File: src/rtl/fmul_arbiter.sv
// fmul_arbiter
//   Round-robin arbiter that shares one pipelined FMUL between N requesters.
//   The winning requester's operands are registered onto the FMUL operand pins.
//   The winner's tag {vld,id} enters a shift register sized to the FMUL latency,
//   so each result is steered back to its owner as a one-cycle res_valid pulse.
//
// Ports
//   clk, RESET            clock, async active-high reset
//   issue_en              0 blocks new grants, in-flight ops still retire
//   req_valid/req_ready   per-requester handshake, req_ready is a one-hot grant
//   req_a, req_b          per-requester operands, slice i = [32i+31:32i]
//   fm_A_* / fm_B_*       registered FMUL operands
//   fm_*                  FMUL result pins
//   res_valid             one-hot result pulse to the owning requester
//   res_*                 shared result bus, zero when no result is valid
//   idle                  nothing granted and nothing in flight
module fmul_arbiter #(
  parameter int N        = 4,
  parameter int FMUL_LAT = 3,
  parameter int IDW      = $clog2(N)
) (
  input  logic              clk,
  input  logic              RESET,
  input  logic              issue_en,
  input  logic [N-1:0]      req_valid,
  output logic [N-1:0]      req_ready,
  input  logic [N*32-1:0]   req_a,
  input  logic [N*32-1:0]   req_b,
  output logic              fm_A_sign,
  output logic [7:0]        fm_A_exp,
  output logic [22:0]       fm_A_frac,
  output logic              fm_B_sign,
  output logic [7:0]        fm_B_exp,
  output logic [22:0]       fm_B_frac,
  input  logic              fm_sign,
  input  logic [7:0]        fm_exp,
  input  logic [23:0]       fm_frac,
  input  logic              fm_error,
  input  logic              fm_overflow,
  output logic [N-1:0]      res_valid,
  output logic              res_sign,
  output logic [7:0]        res_exp,
  output logic [23:0]       res_frac,
  output logic              res_error,
  output logic              res_overflow,
  output logic [IDW-1:0]    res_id,
  output logic              idle
);

  localparam int CW = $clog2(FMUL_LAT+2);

  logic [IDW-1:0]              last_q, last_d;
  logic [31:0]                 opa_q, opa_d, opb_q, opb_d;
  // Tag stage 0 lines up with the operand register; stage FMUL_LAT lines up
  // with the FMUL result pins.
  logic [FMUL_LAT:0]           vld_pipe;
  logic [FMUL_LAT:0][IDW-1:0]  id_pipe;
  logic [CW-1:0]               cnt_q, cnt_d;

  logic                        gnt_any;
  logic [IDW-1:0]              gnt_id;
  logic                        out_vld;
  logic [IDW-1:0]              out_id;

  // Grant: first valid requester after last, scanning modulo N. Held off
  // during reset so the ready bits read zero while RESET is high.
  always_comb begin
    int idx;
    idx     = 0;
    gnt_any = 1'b0;
    gnt_id  = '0;
    if (issue_en && !RESET) begin
      for (int k = 1; k <= N; k++) begin
        idx = (int'(last_q) + k) % N;
        if (!gnt_any && req_valid[idx]) begin
          gnt_any = 1'b1;
          gnt_id  = IDW'(idx);
        end
      end
    end
  end

  assign req_ready = gnt_any ? (N'(1) << gnt_id) : '0;

  always_comb begin
    opa_d  = '0;
    opb_d  = '0;
    last_d = last_q;
    if (gnt_any) begin
      opa_d  = req_a[int'(gnt_id)*32 +: 32];
      opb_d  = req_b[int'(gnt_id)*32 +: 32];
      last_d = gnt_id;
    end
  end

  always_comb begin
    cnt_d = cnt_q;
    case ({gnt_any, out_vld})
      2'b10:   cnt_d = cnt_q + CW'(1);
      2'b01:   cnt_d = cnt_q - CW'(1);
      default: cnt_d = cnt_q;
    endcase
  end

  always_ff @(posedge clk or posedge RESET) begin
    if (RESET) begin
      last_q   <= IDW'(N-1);
      opa_q    <= '0;
      opb_q    <= '0;
      vld_pipe <= '0;
      id_pipe  <= '0;
      cnt_q    <= '0;
    end else begin
      last_q   <= last_d;
      opa_q    <= opa_d;
      opb_q    <= opb_d;
      vld_pipe <= {vld_pipe[FMUL_LAT-1:0], gnt_any};
      id_pipe  <= {id_pipe[FMUL_LAT-1:0], gnt_any ? gnt_id : IDW'(0)};
      cnt_q    <= cnt_d;
    end
  end

  assign {fm_A_sign, fm_A_exp, fm_A_frac} = opa_q;
  assign {fm_B_sign, fm_B_exp, fm_B_frac} = opb_q;

  // The FMUL's internal registers are never flushed, so everything on the
  // result bus is qualified by the last tag stage.
  assign out_vld      = vld_pipe[FMUL_LAT];
  assign out_id       = id_pipe[FMUL_LAT];
  assign res_valid    = out_vld ? (N'(1) << out_id) : '0;
  assign res_id       = out_vld ? out_id : '0;
  assign res_sign     = out_vld & fm_sign;
  assign res_exp      = out_vld ? fm_exp  : '0;
  assign res_frac     = out_vld ? fm_frac : '0;
  assign res_error    = out_vld & fm_error;
  assign res_overflow = out_vld & fm_overflow;

  assign idle = (cnt_q == '0) && (req_ready == '0);

endmodule

File: config.mk
export PLATFORM = sky130hd
export DESIGN_NAME = fmul_arbiter
export DESIGN_NICKNAME = d
export VERILOG_FILES = /design/src/rtl/fmul_arbiter.sv
export SDC_FILE = /design/constraint.sdc
export NUM_CORES = 1
export LEC_CHECK = 0
export ABC_AREA = 1
export ABC_CLOCK_PERIOD_IN_PS = 5710
export BUFFER_PORTS_ARGS = -buffer_cell sky130_fd_sc_hd__buf_2
export CAP_MARGIN = 20
export CORE_AREA = 10 10 151 153
export CTS_CLUSTER_DIAMETER = 150
export DETAILED_ROUTE_END_ITERATION = 10
export DIE_AREA = 0 0 161 163
export SLEW_MARGIN = 20
export SYNTH_ARGS = -nofsm -noshare
export SYNTH_HDL_FRONTEND = slang
export SYNTH_SLANG_ARGS = --single-unit
File: constraint.sdc
create_clock -name clk -period 5.71 [get_ports clk]
set_clock_uncertainty 0.2 [all_clocks]
set_input_delay 0.571 -clock clk [delete_from_list [all_inputs] [get_ports clk]]
set_output_delay 0.571 -clock clk [all_outputs]
set_load 0.01 [all_outputs]
==> results.toml, run 1 <==
[run_status]
status = "finished, final reports clean"

[timing]
fin_crit_sh_pct = 73.2
relSlewSlack_pct = 40.3
rsz0062_at_grt = "no"
maxSlewViolCount = 0
fin_tns_setup_ns = 0
hold_viol = 0
fin_crit_ns = 4.18
tightestPinTransition_ns = 0.895
fmax_ghz = 0.239
finalSetupViolCount = 0

[pwr]
p_leak_nw = 5.11
peakVddDrop_uv = 317
powerDensity_nw_per_um2 = 408

[setup_path]
cp_slowest_cell = "nand3_4"
arrival_ns = 3.41
worstPathCellList = "inv_4 > nand2_1 > nand2_1 > nand2_2 > nand2_4 > nor2_8 > nand3_4 > nand2_4 > nand3_4 > inv_2 > nand2_1 > inv_1 > buf_2"
cpPeakStageDelay_ns = 0.80
critical_path.startpoint_type = "register"
cp-end-kind = "primary output"
cp_max_fo = 73
cp_common_cell = "nand2_1"
worstSetupPathType = "register to primary output"
cp.required_ns = 4.94

[logic_synthesis]
synthFlopType = "dfrtp_1"
yosys.area.top_type = "dfrtp_1"
synthAdderAreaFrac_pct = 0.560
syn-num-nets = 1200
yosys_warnings = 0
synth_seq_area_share_pct = 35.0
synth_simple_gate_area_share_pct = 46.0
async_flop_share_pct = 100
synth_area_leaders = "dfrtp_1 (34%), nand2_1 (29%), nand4_1 (14%), a21oi_1 (5.7%), inv_1 (3.2%)"
synth-compound-area-share_pct = 6.21
syn_inst = 900
synth_top_area_share_pct = 34.1
synthXorXnorAreaFrac_pct = 0.302
synth_area_per_cell_sq_um = 6.45
synth_top_family_by_area = "simple AND/OR/NAND/NOR gates"
synth_edf_count = 0
synthMuxAreaShare_pct = 0
synthesis.area_sq_um = 5800
ys_types = 30
ys_ff_latch = 81

[die]
core_area_sq_um = 19900
boundaryPins = 408
die_y_um = 163
num_rows = 52
die_area_sq_um = 26200
die_w_um = 161
start_util_pct = 29.2

[clock_network]
cts_buffers = 9
root_buffer = "clkbuf_16"
cts_resized = 0
ctsHoldBuffers = 0
cts_tree = "built"
postCtsSetupBuffers = 0
cts_buffer_depth = 2
cts_sinks = 81
clk_pin_slew_ns = 0.06
cts_max_level = 3
clock_latency_ns = 0.34

[final_layout]
area_growth_pct = 39.5
layout.cells.non_filler = 1522
drive_gt1_share_pct = 36.2
nNetsFinal = 1546

[route]
wl_per_cell_um = 17.9
drtIter0Drc = 728
ant_nets = 0
vias_per_cell = 4.75
firstDrtPassIters = 5
via_count = 7235
drc = 0
wl_mm = 27.2

[place]
placedCellCount = 1505
place.gp.congestion = 0.870
port_buffers = 407
hpwl_mm = 20.0

[global_route]
grt_max_degree = 84
overflow = 0
antenna_found_initial = 3
grt_pass1_vias = 7167
grtUsageTotal_pct = 19.3
grt_pass1_wl_mm = 40.8

[hold_path]
hold_path.class = "register to register"

[run]
drv_cap = 0
## sequential cells by signal (all words and copies together) (netlist names)
register,cells
out_id,2
opa_q,32
last_q,2
cnt_q,3
opb_q,32
vld_pipe,4
id_pipe,6
## synthesized netlist by cell type, types with 4 or more instances
| master | number |
|---|---|
| nand2_1 | 452 |
| nand4_1 | 129 |
| dfrtp_1 | 79 |
| a21oi_1 | 66 |
| inv_1 | 50 |
| buf_2 | 37 |
| clkbuf_1 | 22 |
| buf_6 | 12 |
| buf_4 | 8 |
| nor2_1 | 7 |
| nand3_1 | 5 |
| inv_2 | 4 |
| nand2_2 | 4 |
| o21ai_0 | 4 |
## cells in the final DEF (no fill, tap or decap)
master        n
clkinvlp_4    3
clkbuf_16     9
clkbuf_8      2
nand2_2       4
a21oi_1      66
nand2_4       3
fa_1          1
inv_1        49
diode_2       1
nor2_8        1
nor2_4        1
buf_2       407
buf_4         9
ha_1          1
nand2_1     450
inv_2         4
nor2_2        2
clkinv_2      2
dfstp_2       2
dfrtp_1      79
nor3_1        1
nor2_1        6
nand3_1       5
clkbuf_1      1
buf_12        1
nor4_1        1
nand3b_1      1
o21ai_0       4
inv_4         1
nand3_4       2
o21ai_1       2
xnor2_1       2
nand4_1     129
## stage by stage
stage               utilization [%]  hold slack, ns  power (W)  instance area [sq um]  setup slack [ns]
floorplan                         -           0.131    0.00225                   5800              2.86
global placement               39.2           0.133    0.00276                   7810              1.77
detailed placement             39.2           0.136    0.00276                   7810              1.79
CTS                            40.7           0.151    0.00334                   8100              1.42
global route                   40.7           0.159    0.00358                   8100              1.17
finish                         40.7           0.147    0.00330                   8100              1.53
## power by group
group          switching [W]  internal (W)
Sequential         0.0000601      0.000717
Clock               0.000247      0.000318
Combinational        0.00141      0.000551
## kinds of logic (layout without fill, tap and decap cells)
family | after synthesis | count (layout)
compound gates | 72 | 72
xor+xnor | 2 | 2
fa+ha+maj | 2 | 2
buf+inv | 137 | 488
flops | 81 | 81
other cells | 0 | 1
simple gates | 606 | 606
## cell type report
class / instances / area [sq um]
Multi-Input combinational cell: 682 / 3110
Timing Repair Buffer: 417 / 2120
Tap cell: 270 / 338
Antenna cell: 1 / 2.50
Clock buffer: 12 / 256
Inverter: 55 / 210
Fill cell: 2190 / 11800
Sequential cell: 81 / 2030
Clock inverter: 4 / 27.5
## layer usage
layer	wire (um)	part of all wire [%]	GRT usage, %
met1	11200	41	23.8
met2	13300	49	31.9
met3	2130	7.8	5.81
met4	532	2.0	5.50
met5	22	0.081	0
## critical path: cells and delay by family, from the launching register on
kind / cells / cell delay [ns]
and+or+nand+nor: 9 / 1.90
DFF: 1 / 0.61
buffers and inverters: 4 / 0.56
## worst paths after layout
kind / from / endpoint / slack [ns] / cells after the start
max in group asynchronous: RESET / opa_q[12] / 4.05 / 3
hold / removal: id_pipe[5] / out_id[1] / 0.15 / 0
setup / recovery: last_q[0] / req_ready[1] / 1.53 / 13
min in group asynchronous: RESET / opb_q[31] / 0.17 / 2
hold reg to reg: id_pipe[5] / out_id[1] / 0.15 / 0
setup reg to reg: last_q[0] / opa_q[26] / 1.99 / 14
Note: power is estimated with default switching activity, not from simulation.
==> inputs of run 2 (changes only) <==
--- a/config.mk
+++ b/config.mk
@@ -5,8 +5,8 @@
 export SDC_FILE = /design/constraint.sdc
 export NUM_CORES = 1
 export LEC_CHECK = 0
-export ABC_AREA = 1
-export ABC_CLOCK_PERIOD_IN_PS = 5710
+export ABC_AREA = 0
+export ABC_CLOCK_PERIOD_IN_PS = 3960
 export BUFFER_PORTS_ARGS = -buffer_cell sky130_fd_sc_hd__buf_2
 export CAP_MARGIN = 20
 export CORE_AREA = 10 10 151 153
==> constraint.sdc (replaced) <==
create_clock -name clk -period 3.96 [get_ports clk]
set_clock_uncertainty 0.2 [all_clocks]
set_input_delay 0.396 -clock clk [delete_from_list [all_inputs] [get_ports clk]]
set_output_delay 0.396 -clock clk [all_outputs]
set_load 0.01 [all_outputs]
==> results.toml, run 2 <==
[run_status]
status = "finished, final reports clean"

[final_layout]
area_growth_pct = 54.4
finalInstanceArea_sq_um = 7270
nNetsFinal = 1216
layout_common_cells = "buf_2 (407), a21oi_1 (129), dfrtp_1 (79)"
fin_util_pct = 36.5
layout_commonest_cell = "buf_2"
reg.largest.list = "opa_q: 32 flops, opb_q: 32 flops, id_pipe: 6 flops"
layout.cells.non_filler = 1191
drive_gt1_share_pct = 47.8
diodes = 0

[place]
place.gp.congestion = 0.895
port_buffers = 407
hpwl_mm = 17.1
placed_area_sq_um = 6980
placedCellCount = 1174

[pwr]
power_w = 0.00274
powerDensity_nw_per_um2 = 377
p_leak_nw = 3.98
peakVddDrop_uv = 208

[die]
die_area_sq_um = 26200
core_area_sq_um = 19900
die_w_um = 161
num_rows = 52
start_util_pct = 23.7
die_y_um = 163
boundaryPins = 408

[timing]
rsz0062_at_grt = "no"
fin_crit_ns = 3.20
fmax_ghz = 0.312
fin_crit_sh_pct = 80.9
relSlewSlack_pct = 44.6
fin_tns_setup_ns = 0
maxSlewViolCount = 0
tightestPinTransition_ns = 0.830
hold_viol = 0
finalSetupViolCount = 0

[global_route]
met2_usage_pct = 26.8
grt_busiest_layer = "met2"
antenna_found_initial = 0
grt_pass1_vias = 5745
met3_usage_pct = 5.64
grtUsageTotal_pct = 15.7
grt_max_degree = 72
use_met1_pct = 18.0
overflow = 0
grt_pass1_wl_mm = 32.9

[logic_synthesis]
synth_seq_area_share_pct = 43.1
synthFlopType = "dfrtp_1"
yosys_warnings = 0
syn_inst = 541
async_flop_share_pct = 100
synth_top_area_share_pct = 42.0
synthesis.area_sq_um = 4710
ys_ff_latch = 81
synth_area_leaders = "dfrtp_1 (42%), mux2i_1 (14%), a21oi_1 (14%), o22ai_1 (8.6%), nand2_1 (5.7%)"
yosys.area.top_type = "dfrtp_1"
synth_edf_count = 0
synth_common_cells = "a21oi_1 (129), dfrtp_1 (79), nand2_1 (71)"
ys_types = 29
synth_area_per_cell_sq_um = 8.71
syn-num-nets = 841
synth_most_common_cell = "a21oi_1"

[setup_path]
rr_worst_depth = 6
cpPeakStageDelay_ns = 0.58
crit_start = "last_q[1]"
critical_path.startpoint_type = "register"
arrival_ns = 2.61
r2r_slack_ns = 1.10
cp.required_ns = 3.36
cp_slowest_cell = "dfstp_2"
worstPathCellList = "mux2_1 > a222oi_1 > and2_4 > buf_12 > nor2_1 > buf_2"
r2r_end = "opa_q[7]"
cp-end-kind = "primary output"
cp_max_fo = 71
r2r_start = "last_q[1]"
worstSetupPathType = "register to primary output"

[clock_network]
clk_pin_slew_ns = 0.06
cts_sinks = 81
cts_buffers = 9
root_buffer = "clkbuf_16"
cts_max_level = 3
cts_tree = "built"
clock_latency_ns = 0.33
cts_buffer_depth = 2

[route]
ant_nets = 0
wl_mm = 22.2
firstDrtPassIters = 7
vias_per_cell = 4.59
drtIter0Drc = 335
via_count = 5470
wl_per_cell_um = 18.7
drc = 0

[hold_path]
hold_depth = 3
whs_endpoint = "opa_q[30]"
hold_path.class = "input pin to register"
hold_path.startpoint = "req_a[126]"

[run]
drv_cap = 0
[run 2: cell count changes in the layout (fill, tap and decap cells not counted), moves of 5 or more]
cell / change
nand2_1: -381
mux2i_1: +65
nand3_1: -5
a21oi_1: +63
o22ai_1: +65
and2_1: +37
nand4_1: -129
inv_1: -41
[run 2: how the worst max path moves through the flow]
stage / end / slack [ns]
2_1_floorplan: req_ready[1] / 0.63
3_3_place_gp: req_ready[3] / 1.12
3_5_place_dp: req_ready[3] / 1.12
4_1_cts: req_ready[3] / 0.75
5_1_grt: req_ready[3] / 0.63
6_report: req_ready[3] / 0.76
[run 2: cell families (layout without fill, tap and decap cells)]
group | count (synthesis) | after routing | share of synthesized area (%)
flip-flops | 81 | 81 | 43.1
multiplexers | 66 | 66 | 14.0
XOR/XNOR | 3 | 3 | 0.558
AO/OA/AOI/OAI | 198 | 198 | 22.9
adder cells (fa/ha/maj) | 2 | 2 | 0.690
buffers and inverters | 63 | 443 | 5.76
AND/OR/NAND/NOR | 128 | 128 | 13.0
[run 2: area by class of cell]
cell class | instances | area [sq um]
fillers | 2113 | 12600
multi-input cells | 397 | 2430
repair buffers | 418 | 2160
flip-flops and latches | 81 | 2030
well taps | 270 | 338
clock buffers | 12 | 256
inverters | 9 | 35.0
clock inverters | 4 | 27.5
[run 2: repair_timing]
| action | CTS | global route |
|---|---|---|
| hold buffers | 1 | 0 |
| gates resized for setup | 0 | 0 |
| setup buffers | 0 | 0 |
| endpoints found under the hold margin | 24 | 0 |
| endpoints found under the setup margin | 0 | 0 |
[run 2: where the power goes]
group,internal (W),switching [W],total [W]
Sequential,0.000925,0.0000415,0.000967
Combinational,0.000419,0.000538,0.000957
Clock,0.000459,0.000359,0.000819
[run 2: per-layer routing]
metal	vias to the layer above	wire, um
li1	2664	-
met1	2498	8650
met2	282	11200
met3	26	1980
met4	0	433
met5	-	0
[run 2: metrics by stage]
step	hold WS, ns	setup WS (ns)
global placement	0.132	1.12
CTS	0.105	0.747
global route	0.133	0.631
detailed placement	0.135	1.12
floorplan	0.131	0.629
finish	0.128	0.756
[run 2: worst max-delay path: cells and delay by family (launching register included)]
kind / cells / cell delay, ns
buf+inv: 2 / 0.50
mux: 1 / 0.33
compound gates: 1 / 0.44
flops: 1 / 0.58
simple gates: 2 / 0.35
==> inputs of run 3 (changes only) <==
--- a/config.mk
+++ b/config.mk
@@ -6,7 +6,7 @@
 export NUM_CORES = 1
 export LEC_CHECK = 0
 export ABC_AREA = 0
-export ABC_CLOCK_PERIOD_IN_PS = 3960
+export ABC_CLOCK_PERIOD_IN_PS = 3300
 export BUFFER_PORTS_ARGS = -buffer_cell sky130_fd_sc_hd__buf_2
 export CAP_MARGIN = 20
 export CORE_AREA = 10 10 151 153
==> constraint.sdc (replaced) <==
create_clock -name clk -period 3.3 [get_ports clk]
set_clock_uncertainty 0.2 [all_clocks]
set_input_delay 0.33 -clock clk [delete_from_list [all_inputs] [get_ports clk]]
set_output_delay 0.33 -clock clk [all_outputs]
set_load 0.01 [all_outputs]
==> results.toml, run 3 (synthesis results as in run 2) <==
[global_route]
grtUsageTotal_pct = 16.1
antenna_found_initial = 1
grt_max_degree = 66
grt_pass1_wl_mm = 33.9
grt_pass1_vias = 6006
overflow = 0

[setup_path]
worstSetupPathType = "register to primary output"
cp-end-kind = "primary output"
cp.required_ns = 2.77
r2r_end = "opa_q[7]"
r2r_slack_ns = 0.45
critical_path.startpoint_type = "register"
arrival_ns = 2.52
cp_max_fo = 65
r2r_start = "last_q[1]"
rr_worst_depth = 7

[die]
die_w_um = 161
die_y_um = 163
die_area_sq_um = 26200
core_area_sq_um = 19900
start_util_pct = 23.7
num_rows = 52
boundaryPins = 408

[route]
via_count = 5644
drtIter0Drc = 424
firstDrtPassIters = 5
wl_per_cell_um = 19.1
wl_mm = 23.0
vias_per_cell = 4.70
ant_nets = 0
drc = 0

[final_layout]
drive_gt1_share_pct = 48.2
fillCellCount = 2119
reg.largest.list = "opa_q: 32 flops, opb_q: 32 flops, id_pipe: 6 flops"
area_growth_pct = 56.7
layout.cells.non_filler = 1201
nNetsFinal = 1225
layout_common_cells = "buf_2 (407), a21oi_1 (129), dfrtp_1 (79)"
layout_commonest_cell = "buf_2"

[hold_path]
hold_depth = 3
whs_endpoint = "opa_q[8]"
hold_path.startpoint = "req_a[104]"
hold_path.class = "input pin to register"

[run]
drv_cap = 0

[timing]
finalSetupViolCount = 0
fin_tns_setup_ns = 0
maxSlewViolCount = 0
rsz0062_at_grt = "no"
fin_crit_ns = 3.05
fmax_ghz = 0.328
hold_viol = 0
fin_crit_sh_pct = 92.4
tightestPinTransition_ns = 0.565
relSlewSlack_pct = 62.3

[clock_network]
clock_latency_ns = 0.34
cts_sinks = 81
cts_resized = 0
cts_tree = "built"
cts_buffer_depth = 2
root_buffer = "clkbuf_16"
cts_buffers = 9
cts_max_level = 3
clk_pin_slew_ns = 0.06

[run_status]
status = "finished, final reports clean"

[pwr]
peakVddDrop_uv = 212
p_leak_nw = 4.05
powerDensity_nw_per_um2 = 469

[place]
place.gp.congestion = 0.876
port_buffers = 407
hpwl_mm = 17.8
placedCellCount = 1181
==> run 3: changes by cell type in the layout (fill, tap and decap cells not counted) <==
cell,previous run,this run
buf_4,7,16
bufinv_16,0,2
clkbuf_1,1,2
clkinvlp_4,3,0
diode_2,0,1
==> run 3: routing by layer <==
layer	track usage, %	vias to the layer above	share of wire [%]
li1	-	2684	-
met1	18.5	2629	39
met4	4.71	0	1.5
met3	4.80	21	9.2
met5	0	-	0
met2	28.5	310	51
==> run 3: timing repair <==
item                       in CTS  in global routing
hold endpoints to repair       35                  0
hold buffers                    1                  0
setup endpoints to repair       0                  1
setup buffers                   0                  2
==> run 3: report_power, final <==
part / total (W) / switching, W / internal (W)
clock: 0.00112 / 0.000414 / 0.000704
combinational: 0.00119 / 0.000666 / 0.000524
sequential: 0.00116 / 0.0000450 / 0.00111
==> run 3: stage by stage <==
stage                     utilization, %  hold slack, ns  worst slack [ns]  total power (W)  cell area, sq um
final                               37.1          0.0773             0.251          0.00346              7390
after global routing                37.1          0.0814             0.165          0.00366              7390
after CTS                           37.0          0.0625            0.0743          0.00351              7370
after detailed placement            35.3           0.135             0.415          0.00237              7030
after global placement              35.3           0.132             0.435          0.00235              7030
after floorplan                        -           0.131             0.101          0.00188              4710
==> run 3: worst max path at each step <==
stage / end / slack, ns / start / depth (start not counted)
detailed placement: opa_q[7] / 0.41 / last_q[1] / 6
finish: req_ready[2] / 0.25 / last_q[1] / 6
floorplan: req_ready[1] / 0.10 / RESET / 3
global placement: opa_q[7] / 0.43 / last_q[1] / 6
global route: req_ready[2] / 0.17 / last_q[1] / 6
CTS: req_ready[3] / 0.07 / last_q[1] / 6
==> run 3: layout make-up <==
| class | instances | area [sq um] | area share [%] |
|---|---|---|---|
| multi-input cells | 397 | 2430 | 32.9 |
| repair buffers | 427 | 2230 | 30.2 |
| flip-flops and latches | 81 | 2030 | 27.5 |
| well taps | 270 | 338 | 4.57 |
| clock buffers | 13 | 260 | 3.52 |
| clock inverters | 3 | 65.1 | 0.881 |
| inverters | 9 | 35.0 | 0.474 |
| diodes | 1 | 2.50 | 0.0339 |
==> run 3: worst max-delay path, stage by stage (launching register included) <==
cell and delay [ns]:
dfstp_2 0.58, mux2_1 0.33, a222oi_1 0.45, buf_12 0.33
nand2_1 0.13, nor2_1 0.11, buf_2 0.15
